$ cat src/rtl/addsub_pkg.sv
// Shared definitions for the pipelined adder/subtractor.
package addsub_pkg;

    localparam logic MODE_ADD = 1'b0;
    localparam logic MODE_SUB = 1'b1;

    // Number of result bits produced by each pipeline stage.
    function automatic int slice_w(input int width, input int stages);
        return width / stages;
    endfunction

endpackage

$ cat src/rtl/addsub_slice.sv
// Combinational S-bit ripple-carry slice built from full-adder cells.
module addsub_slice #(
    parameter int S = 8
) (
    input  logic [S-1:0] a_s,
    input  logic [S-1:0] b_s,
    input  logic         c_in,
    output logic [S-1:0] sum_s,
    output logic         c_out
);

    logic [S:0] c;

    // Full-adder cells chained LSB to MSB; bit i consumes the carry of bit i-1.
    always_comb begin
        c     = '0;
        sum_s = '0;
        c[0]  = c_in;
        for (int i = 0; i < S; i++) begin
            sum_s[i] = a_s[i] ^ b_s[i] ^ c[i];
            c[i+1]   = (a_s[i] & b_s[i]) | (c[i] & (a_s[i] ^ b_s[i]));
        end
        c_out = c[S];
    end

endmodule

$ cat src/rtl/pipelined_addsub.sv
// Pipelined two's-complement adder/subtractor. The carry chain is cut into
// STAGES slices; each stage resolves one slice and forwards its carry, the
// finished low sum bits and the still-unprocessed high operand bits.
module pipelined_addsub
    import addsub_pkg::*;
#(
    parameter int WIDTH  = 32,
    parameter int STAGES = 4
) (
    input  logic             clk,
    input  logic             reset,
    input  logic             in_valid,
    output logic             in_ready,
    input  logic [WIDTH-1:0] a,
    input  logic [WIDTH-1:0] b,
    input  logic             cin,
    input  logic             sub,
    output logic             out_valid,
    input  logic             out_ready,
    output logic [WIDTH-1:0] sum,
    output logic             cout,
    output logic             ovf,
    output logic             zero
);

    localparam int S = slice_w(WIDTH, STAGES);

    if (STAGES < 1 || STAGES > WIDTH || (WIDTH % STAGES) != 0) begin : g_param_check
        $error("pipelined_addsub: need 1 <= STAGES <= WIDTH and WIDTH a multiple of STAGES");
    end

    logic [WIDTH-1:0]  b_eff;
    logic              c_eff;
    logic [STAGES-1:0] vld;
    logic [STAGES-1:0] ld;
    logic [STAGES-1:0] cry;

    // Subtraction is a + ~b + ~cin, so cin acts as an active-high borrow-in.
    assign b_eff    = (sub == MODE_ADD) ? b : ~b;
    assign c_eff    = (sub == MODE_SUB) ? ~cin : cin;
    assign in_ready = ld[0];

    for (genvar k = 0; k < STAGES; k++) begin : g_stage
        localparam int IN_W = WIDTH - k * S;
        localparam int LO   = (k + 1) * S;

        logic [IN_W-1:0] a_in;
        logic [IN_W-1:0] b_in;
        logic            c_in;
        logic            v_in;
        logic            c_out;
        logic [S-1:0]    slice_sum;
        logic [LO-1:0]   s_nx;
        logic [LO-1:0]   s_r;
        logic            v_r;
        logic            c_r;

        if (k == 0) begin : g_first
            assign a_in = a;
            assign b_in = b_eff;
            assign c_in = c_eff;
            assign v_in = in_valid;
            assign s_nx = slice_sum;
        end else begin : g_next
            assign a_in = g_stage[k-1].g_hi.ah_r;
            assign b_in = g_stage[k-1].g_hi.bh_r;
            assign c_in = cry[k-1];
            assign v_in = vld[k-1];
            assign s_nx = {slice_sum, g_stage[k-1].s_r};
        end

        addsub_slice #(.S(S)) u_slice (
            .a_s   (a_in[S-1:0]),
            .b_s   (b_in[S-1:0]),
            .c_in  (c_in),
            .sum_s (slice_sum),
            .c_out (c_out)
        );

        // A stage may load unless it and every stage downstream is full with a stalled head.
        assign ld[k]  = out_ready | ~(&vld[STAGES-1:k]);
        assign vld[k] = v_r;
        assign cry[k] = c_r;

        // Valid bit: bubbles are loaded too, which is what lets gaps collapse.
        always_ff @(posedge clk) begin
            if (reset) begin
                v_r <= 1'b0;
            end else if (ld[k]) begin
                v_r <= v_in;
            end
        end

        // Carry and finished low sum bits; only captured for real beats.
        always_ff @(posedge clk) begin
            if (reset) begin
                c_r <= 1'b0;
                s_r <= '0;
            end else if (ld[k] && v_in) begin
                c_r <= c_out;
                s_r <= s_nx;
            end
        end

        if (k < STAGES - 1) begin : g_hi
            logic [IN_W-S-1:0] ah_r;
            logic [IN_W-S-1:0] bh_r;

            // Skew registers: operand bits not yet consumed ride along with the beat.
            always_ff @(posedge clk) begin
                if (reset) begin
                    ah_r <= '0;
                    bh_r <= '0;
                end else if (ld[k] && v_in) begin
                    ah_r <= a_in[IN_W-1:S];
                    bh_r <= b_in[IN_W-1:S];
                end
            end
        end else begin : g_last
            logic ovf_r;
            logic zero_r;

            // Flags are registered alongside the sum so they stay zero after reset.
            always_ff @(posedge clk) begin
                if (reset) begin
                    ovf_r  <= 1'b0;
                    zero_r <= 1'b0;
                end else if (ld[k] && v_in) begin
                    ovf_r  <= (a_in[IN_W-1] == b_in[IN_W-1]) && (slice_sum[S-1] != a_in[IN_W-1]);
                    zero_r <= ~|s_nx;
                end
            end

            assign sum       = s_r;
            assign cout      = c_r;
            assign ovf       = ovf_r;
            assign zero      = zero_r;
            assign out_valid = v_r;
        end
    end

endmodule
$ cat config.mk
export PLATFORM = sky130hd
export DESIGN_NAME = pipelined_addsub
export DESIGN_NICKNAME = d
export VERILOG_FILES = /design/src/rtl/addsub_pkg.sv /design/src/rtl/addsub_slice.sv /design/src/rtl/pipelined_addsub.sv
export SDC_FILE = /design/constraint.sdc
export NUM_CORES = 1
export LEC_CHECK = 0
export BUFFER_PORTS_ARGS = -buffer_cell sky130_fd_sc_hd__buf_2
export CORE_MARGIN = 8
export CORE_UTILIZATION = 59
export CTS_BUF_LIST = sky130_fd_sc_hd__clkbuf_2 sky130_fd_sc_hd__clkbuf_4 sky130_fd_sc_hd__clkbuf_8
export DETAILED_ROUTE_END_ITERATION = 10
export GPL_TIMING_DRIVEN = 0
export PLACE_DENSITY_LB_ADDON = 0.1
export RECOVER_POWER = 100
export SYNTH_ARGS = -nofsm -noshare
export SYNTH_HDL_FRONTEND = slang
export SYNTH_HIERARCHICAL = 1
export SYNTH_SLANG_ARGS = --single-unit
$ cat constraint.sdc
create_clock -name clk -period 6.6 [get_ports clk]
set_input_delay 1.98 -clock clk [delete_from_list [all_inputs] [get_ports clk]]
set_output_delay 1.98 -clock clk [all_outputs]
set_load 0.02 [all_outputs]
==> flow_summary.ini, run 1 <==
[outcome]
status = finished, final reports clean

[hold_path]
min-delay-start = g_stage[0].g_hi.ah_r[10]
hp-class = flip-flop to flip-flop

[critical_path]
crit_buf_inv = 6
cp_slowest_cell = fa_1
cp-start-kind = input pin
cpLargestDelayFamily = adder cells
critPathMaxStageDelay_ns = 0.42
path_cells = clkbuf_1, buf_2, xor2_1, fa_1, inv_1, fa_1, inv_1, fa_1, fa_1, fa_1, fa_1, fa_1, inv_1, fa_1, inv_1, nand2_1, a21oi_1
crit_fanout = 10
reg2reg_from = g_stage[2].g_hi.ah_r[0]
path_class = input pin to flip-flop
path_common_cell = fa_1
worstSetupStartpoint = sub
worstPathRequired_ns = 6.99
cp-end-kind = flip-flop
cp.arrival_ns = 6.06

[die]
die_w_um = 129
dieHeight_um = 129
io_pins = 107
core_um2 = 12500
dieArea_um2 = 16600
initial_core_util = 0.601
rows = 41

[synthesis]
yosys_warnings = 6
synth_fp_nets = 1010
synth_edf_count = 0
synth_seq_area_share = 0.495
synth_flop_cell = dfxtp_1
synth_area_um2 = 7520
syn_inst = 908
synthArstFlopShare = 0
syn-mean-instance-area_um2 = 8.29
ys_ff_latch = 186
yosys.cell_types.count = 26

[timing]
finalCritPeriodShare = 0.860
slew_headroom = 0.557
drv_slew = 0
hold_slack_ns = 0.455
tightest_slew_ns = 0.664
tns_ns = 0
finalHoldViolCount = 0
clock_skew_ns = 0.0110
rsz0062_at_grt = no
fmax_mhz = 176
setup_viol = 0
min_period_ns = 5.67

[global_route]
grt_pass1_wl_um = 28400
grt_overflow = 0
antenna_found_initial = 0
grt_pass1_vias = 5847
track_usage = 0.218
grt_max_degree = 17

[routing]
vias = 6101
drt-vias-per-instance = 5.02
drtPass1Iterations = 7
finalWirelength_um = 17400
drt_iter0_drc = 285
post_drt_wl_per_cell_um = 14.3
drc_errors = 0
antenna_left = 0

[pwr]
p_leak_nw = 3.27
powerDensity_nw_per_um2 = 255
peakVddDrop_mv = 0.165

[clocking]
cts_tree = built
cts_resized = 0
cts_max_level = 4
clk_pin_slew_ns = 0.08
clk_path_buf_depth = 2
cts_root_buffer = clkbuf_8
postCtsSetupRepairBufs = 0
worstSkewPairLatency_ns = 0.47
cts_buffers = 17
clock-sinks = 186
postCtsHoldBufs = 0

[layout]
drive_gt1_frac = 0.110
num-nets-final = 1133
final_cell_area_um2 = 8630
n_antenna_cell = 0
fillers = 1180
syn2layout_area_growth_pct = 14.7

[job]
maxCapViolations = 0

[placement]
gp_congestion = 0.834
port_buffers = 104
placed_area_um2 = 8260
hpwl_um = 13100
==> synthesized netlist by cell type, types with 2 or more instances <==
library cell | instances | area, um2
fa_1 | 32 | 641
xor2_1 | 9 | 78.8
clkbuf_1 | 37 | 139
xnor2_1 | 24 | 210
a211oi_1 | 24 | 180
or4_1 | 2 | 15.0
nor4_1 | 6 | 37.5
nand2_1 | 316 | 1190
dfxtp_1 | 186 | 3720
a21oi_1 | 159 | 796
buf_2 | 21 | 105
nand3b_1 | 2 | 15.0
nor2_1 | 30 | 113
inv_1 | 42 | 158
buf_4 | 4 | 30.0
nand4_1 | 2 | 12.5
o21ai_1 | 3 | 15.0
==> power by group <==
part	internal (mW)	switching, mW
Combinational	0.0770	0.120
Clock	0.429	0.388
Sequential	1.16	0.0247
Total	1.67	0.533
==> cells by family after synthesis <==
| kind of cell | Yosys count | share of synthesized area |
|---|---|---|
| fa+ha+maj | 32 | 0.0851 |
| compound gates | 189 | 0.135 |
| simple gates | 364 | 0.189 |
| buf+inv | 104 | 0.0574 |
| flops | 186 | 0.495 |
| xor+xnor | 33 | 0.0384 |
==> layer usage <==
| metal | wire (um) | GRT usage | up-vias |
|---|---|---|---|
| met5 | 0 | 0 | - |
| met4 | 453 | 0.0988 | 0 |
| met3 | 896 | 0.0393 | 32 |
| met2 | 7720 | 0.339 | 152 |
| met1 | 8320 | 0.291 | 2772 |
| li1 | - | - | 3145 |
==> layout make-up <==
type,instances,area [um2],area share
flip-flops and latches,186,3720,0.432
multi-input cells,618,3370,0.390
repair buffers,104,473,0.0548
clock buffers,19,262,0.0303
plain buffers,62,253,0.0293
well taps,172,215,0.0249
clock inverters,13,174,0.0202
inverters,42,158,0.0183
==> flip-flops by register name, summed over array words and instances, names as in the netlist <==
name	flops
cout	1
g_stage.c_r	3
g_stage.g_hi.ah_r	48
g_stage.g_hi.bh_r	48
g_stage.s_r	48
g_stage.v_r	3
out_valid	1
ovf	1
sum	32
zero	1
==> worst paths after layout <==
check	depth (start not counted)	slack, ns	end
worst max-delay path	17	0.93	g_stage[0].s_r[7]
worst min-delay path	2	0.46	g_stage[1].g_hi.ah_r[2]
worst max register to register	16	2.14	zero
worst min register to register	2	0.46	g_stage[1].g_hi.ah_r[2]
==> stage by stage <==
step | power, mW | cells | utilization | worst slack (ns)
6_report | 2.20 | 1216 | 0.689 | 0.926
5_1_grt | 2.29 | 1216 | 0.689 | 0.696
4_1_cts | 2.21 | 1216 | 0.695 | 0.944
3_5_place_dp | 1.41 | 1184 | 0.660 | 0.455
3_3_place_gp | 1.41 | 1184 | 0.660 | 0.494
2_1_floorplan | 1.34 | 908 | - | 0.785
==> worst register-to-register path: cells and delay by family (launching register included) <==
family	cells	cell delay [ns]
AO/OA/AOI/OAI	1	0.16
AND/OR/NAND/NOR	3	0.94
buffers and inverters	4	0.28
adder cells (fa/ha/maj)	8	2.68
flip-flops	1	0.33
==> layout by cell type, fill, tap and decap left out <==
| cell | netlist | layout |
|---|---|---|
| nor2_1 | 30 | 30 |
| buf_2 | 21 | 82 |
| xor2_1 | 9 | 9 |
| nor4_1 | 6 | 6 |
| clkinv_2 | 0 | 6 |
| a21oi_1 | 159 | 159 |
| o21a_1 | 1 | 1 |
| bufinv_16 | 0 | 4 |
| a211oi_1 | 24 | 24 |
| nand2_1 | 316 | 316 |
| nor3_1 | 1 | 1 |
| dfxtp_1 | 186 | 186 |
| o21ai_0 | 0 | 2 |
| or3b_2 | 1 | 1 |
| xnor2_1 | 24 | 24 |
| inv_1 | 42 | 42 |
| clkinv_4 | 0 | 1 |
| and4b_1 | 1 | 1 |
| and2_1 | 1 | 1 |
| nand4b_1 | 1 | 1 |
| or4_1 | 2 | 2 |
| clkinvlp_4 | 0 | 2 |
| nand2b_1 | 1 | 1 |
| a21boi_0 | 0 | 1 |
| clkbuf_1 | 37 | 84 |
| clkbuf_8 | 0 | 19 |
| fa_1 | 32 | 32 |
| nand3b_1 | 2 | 2 |
| o21ai_1 | 3 | 1 |
| a311oi_1 | 1 | 1 |
| nand4_1 | 2 | 2 |
No activity file was read; power rests on OpenSTA's default activity.
==> inputs of run 2 (changes only) <==
CAP_MARGIN = 10   (was default)
PLACE_DENSITY_LB_ADDON = 0.08   (was 0.1)
==> flow_summary.ini, run 2 (synthesis results as in run 1) <==
[layout]
n_antenna_cell = 0
fin_cells = 1215
fillers = 1188
drive_gt1_frac = 0.109
final_common_cell = nand2_1
syn2layout_area_growth_pct = 13.9
layout_common_cells = 316 x nand2_1, 186 x dfxtp_1, 159 x a21oi_1
num-nets-final = 1133
top_regs = g_stage.g_hi.ah_r (48), g_stage.g_hi.bh_r (48), g_stage.s_r (48)
final_cell_area_um2 = 8570

[critical_path]
rr_worst_depth = 16
path_common_cell = fa_1
r2r_setup_slack_ns = 2.23
path_cells = clkbuf_1, buf_2, xor2_1, fa_1, inv_1, fa_1, inv_1, fa_1, fa_1, fa_1, fa_1, fa_1, inv_1, fa_1, inv_1, nand2_1, a21oi_1
crit_fanout = 10
critPathMaxStageDelay_ns = 0.41
cp-start-kind = input pin
r2r-end = zero
cp_slowest_cell = fa_1
reg2reg_from = g_stage[2].g_hi.ah_r[0]
cp.arrival_ns = 6.08
path_class = input pin to flip-flop
cp-end-kind = flip-flop
worstPathRequired_ns = 6.98

[hold_path]
hp-class = flip-flop to flip-flop
hold_end = g_stage[1].g_hi.ah_r[6]
min-delay-start = g_stage[0].g_hi.ah_r[14]
hold_depth = 2

[pwr]
p_leak_nw = 3.25
powerDensity_nw_per_um2 = 246
peakVddDrop_mv = 0.153

[global_route]
antenna_found_initial = 0
grt_overflow = 0
grt_pass1_vias = 5944
grt_max_degree = 17
track_usage = 0.215
grt_pass1_wl_um = 28300

[die]
dieHeight_um = 129
core_um2 = 12500
initial_core_util = 0.601
rows = 41
io_pins = 107
dieArea_um2 = 16600
die_w_um = 129

[timing]
setup_viol = 0
min_period_ns = 5.70
drv_slew = 0
rsz0062_at_grt = no
finalHoldViolCount = 0
tns_ns = 0
slew_headroom = 0.526
fmax_mhz = 176
finalCritPeriodShare = 0.863
clock_skew_ns = 0.0104
tightest_slew_ns = 0.704

[placement]
port_buffers = 104
hpwl_um = 12900
dp.cells = 1184
placed_area_um2 = 8260
gp_congestion = 0.834

[clocking]
postCtsHoldBufs = 0
worstSkewPairLatency_ns = 0.45
cts_tree = built
cts_max_level = 4
cts_buffers = 17
cts_resized = 0
clock-sinks = 186
clk_pin_slew_ns = 0.09
cts_root_buffer = clkbuf_8
clk_path_buf_depth = 2
postCtsSetupRepairBufs = 0

[outcome]
status = finished, final reports clean

[job]
maxCapViolations = 0

[routing]
drt-vias-per-instance = 4.98
vias = 6050
post_drt_wl_per_cell_um = 14.0
drc_errors = 0
drtPass1Iterations = 7
drt_iter0_drc = 332
finalWirelength_um = 17100
antenna_left = 0
## run 2: cell types whose count changed in the layout (fill, tap and decap cells not counted), sizes merged
cell and change:
clkbuf +6, clkinvlp -1, clkinv -3, bufinv -3
## run 2: worst max-delay path: cells and delay by family
kind / cells / cell delay (ns)
adders and majority gates: 8 / 2.89
xor gates and xnor gates: 1 / 0.14
AOI/OAI and AO/OA: 1 / 0.15
and+or+nand+nor: 1 / 0.04
buffers and inverters: 6 / 0.87
## run 2: metrics by stage
step	total power [mW]	hold slack (ns)	utilization	worst slack, ns
floorplan	1.34	0.432	-	0.785
global route	2.20	0.472	0.685	0.698
detailed placement	1.41	0.442	0.660	0.415
CTS	2.12	0.455	0.690	0.892
global placement	1.41	0.438	0.660	0.528
finish	2.11	0.453	0.685	0.904
## run 2: final cells by class
type	instances	area [um2]	area share
tap	172	215	0.0251
clock inverter	6	65.1	0.00759
clock buffer	25	313	0.0365
inverter	42	158	0.0184
buffer	62	253	0.0295
sequential	186	3720	0.435
multi-input combinational	618	3370	0.393
timing repair buffer	104	473	0.0552
## run 2: worst max path at each step
stage | startpoint | end | slack [ns] | cells past startpoint
after detailed placement | sub | g_stage[0].s_r[7] | 0.41 | 17
final | sub | g_stage[0].s_r[7] | 0.90 | 17
after global placement | sub | g_stage[0].s_r[7] | 0.53 | 17
after floorplan | sub | g_stage[0].s_r[7] | 0.79 | 17
after CTS | sub | g_stage[0].s_r[7] | 0.89 | 17
after global routing | sub | g_stage[0].s_r[7] | 0.70 | 17
## run 2: routing by layer
layer / share of wire / wire length, um / up-vias / track usage
met5: 0 / 0 / - / 0
met4: 0.015 / 254 / 0 / 0.0663
met3: 0.050 / 861 / 20 / 0.0426
met2: 0.46 / 7760 / 128 / 0.349
met1: 0.48 / 8180 / 2760 / 0.284
li1: - / - / 3142 / -
## run 2: report_power, final
| group | internal [mW] | switching, mW |
|---|---|---|
| Sequential | 1.16 | 0.0240 |
| Clock | 0.348 | 0.374 |
| Combinational | 0.0777 | 0.120 |
| Total | 1.59 | 0.519 |
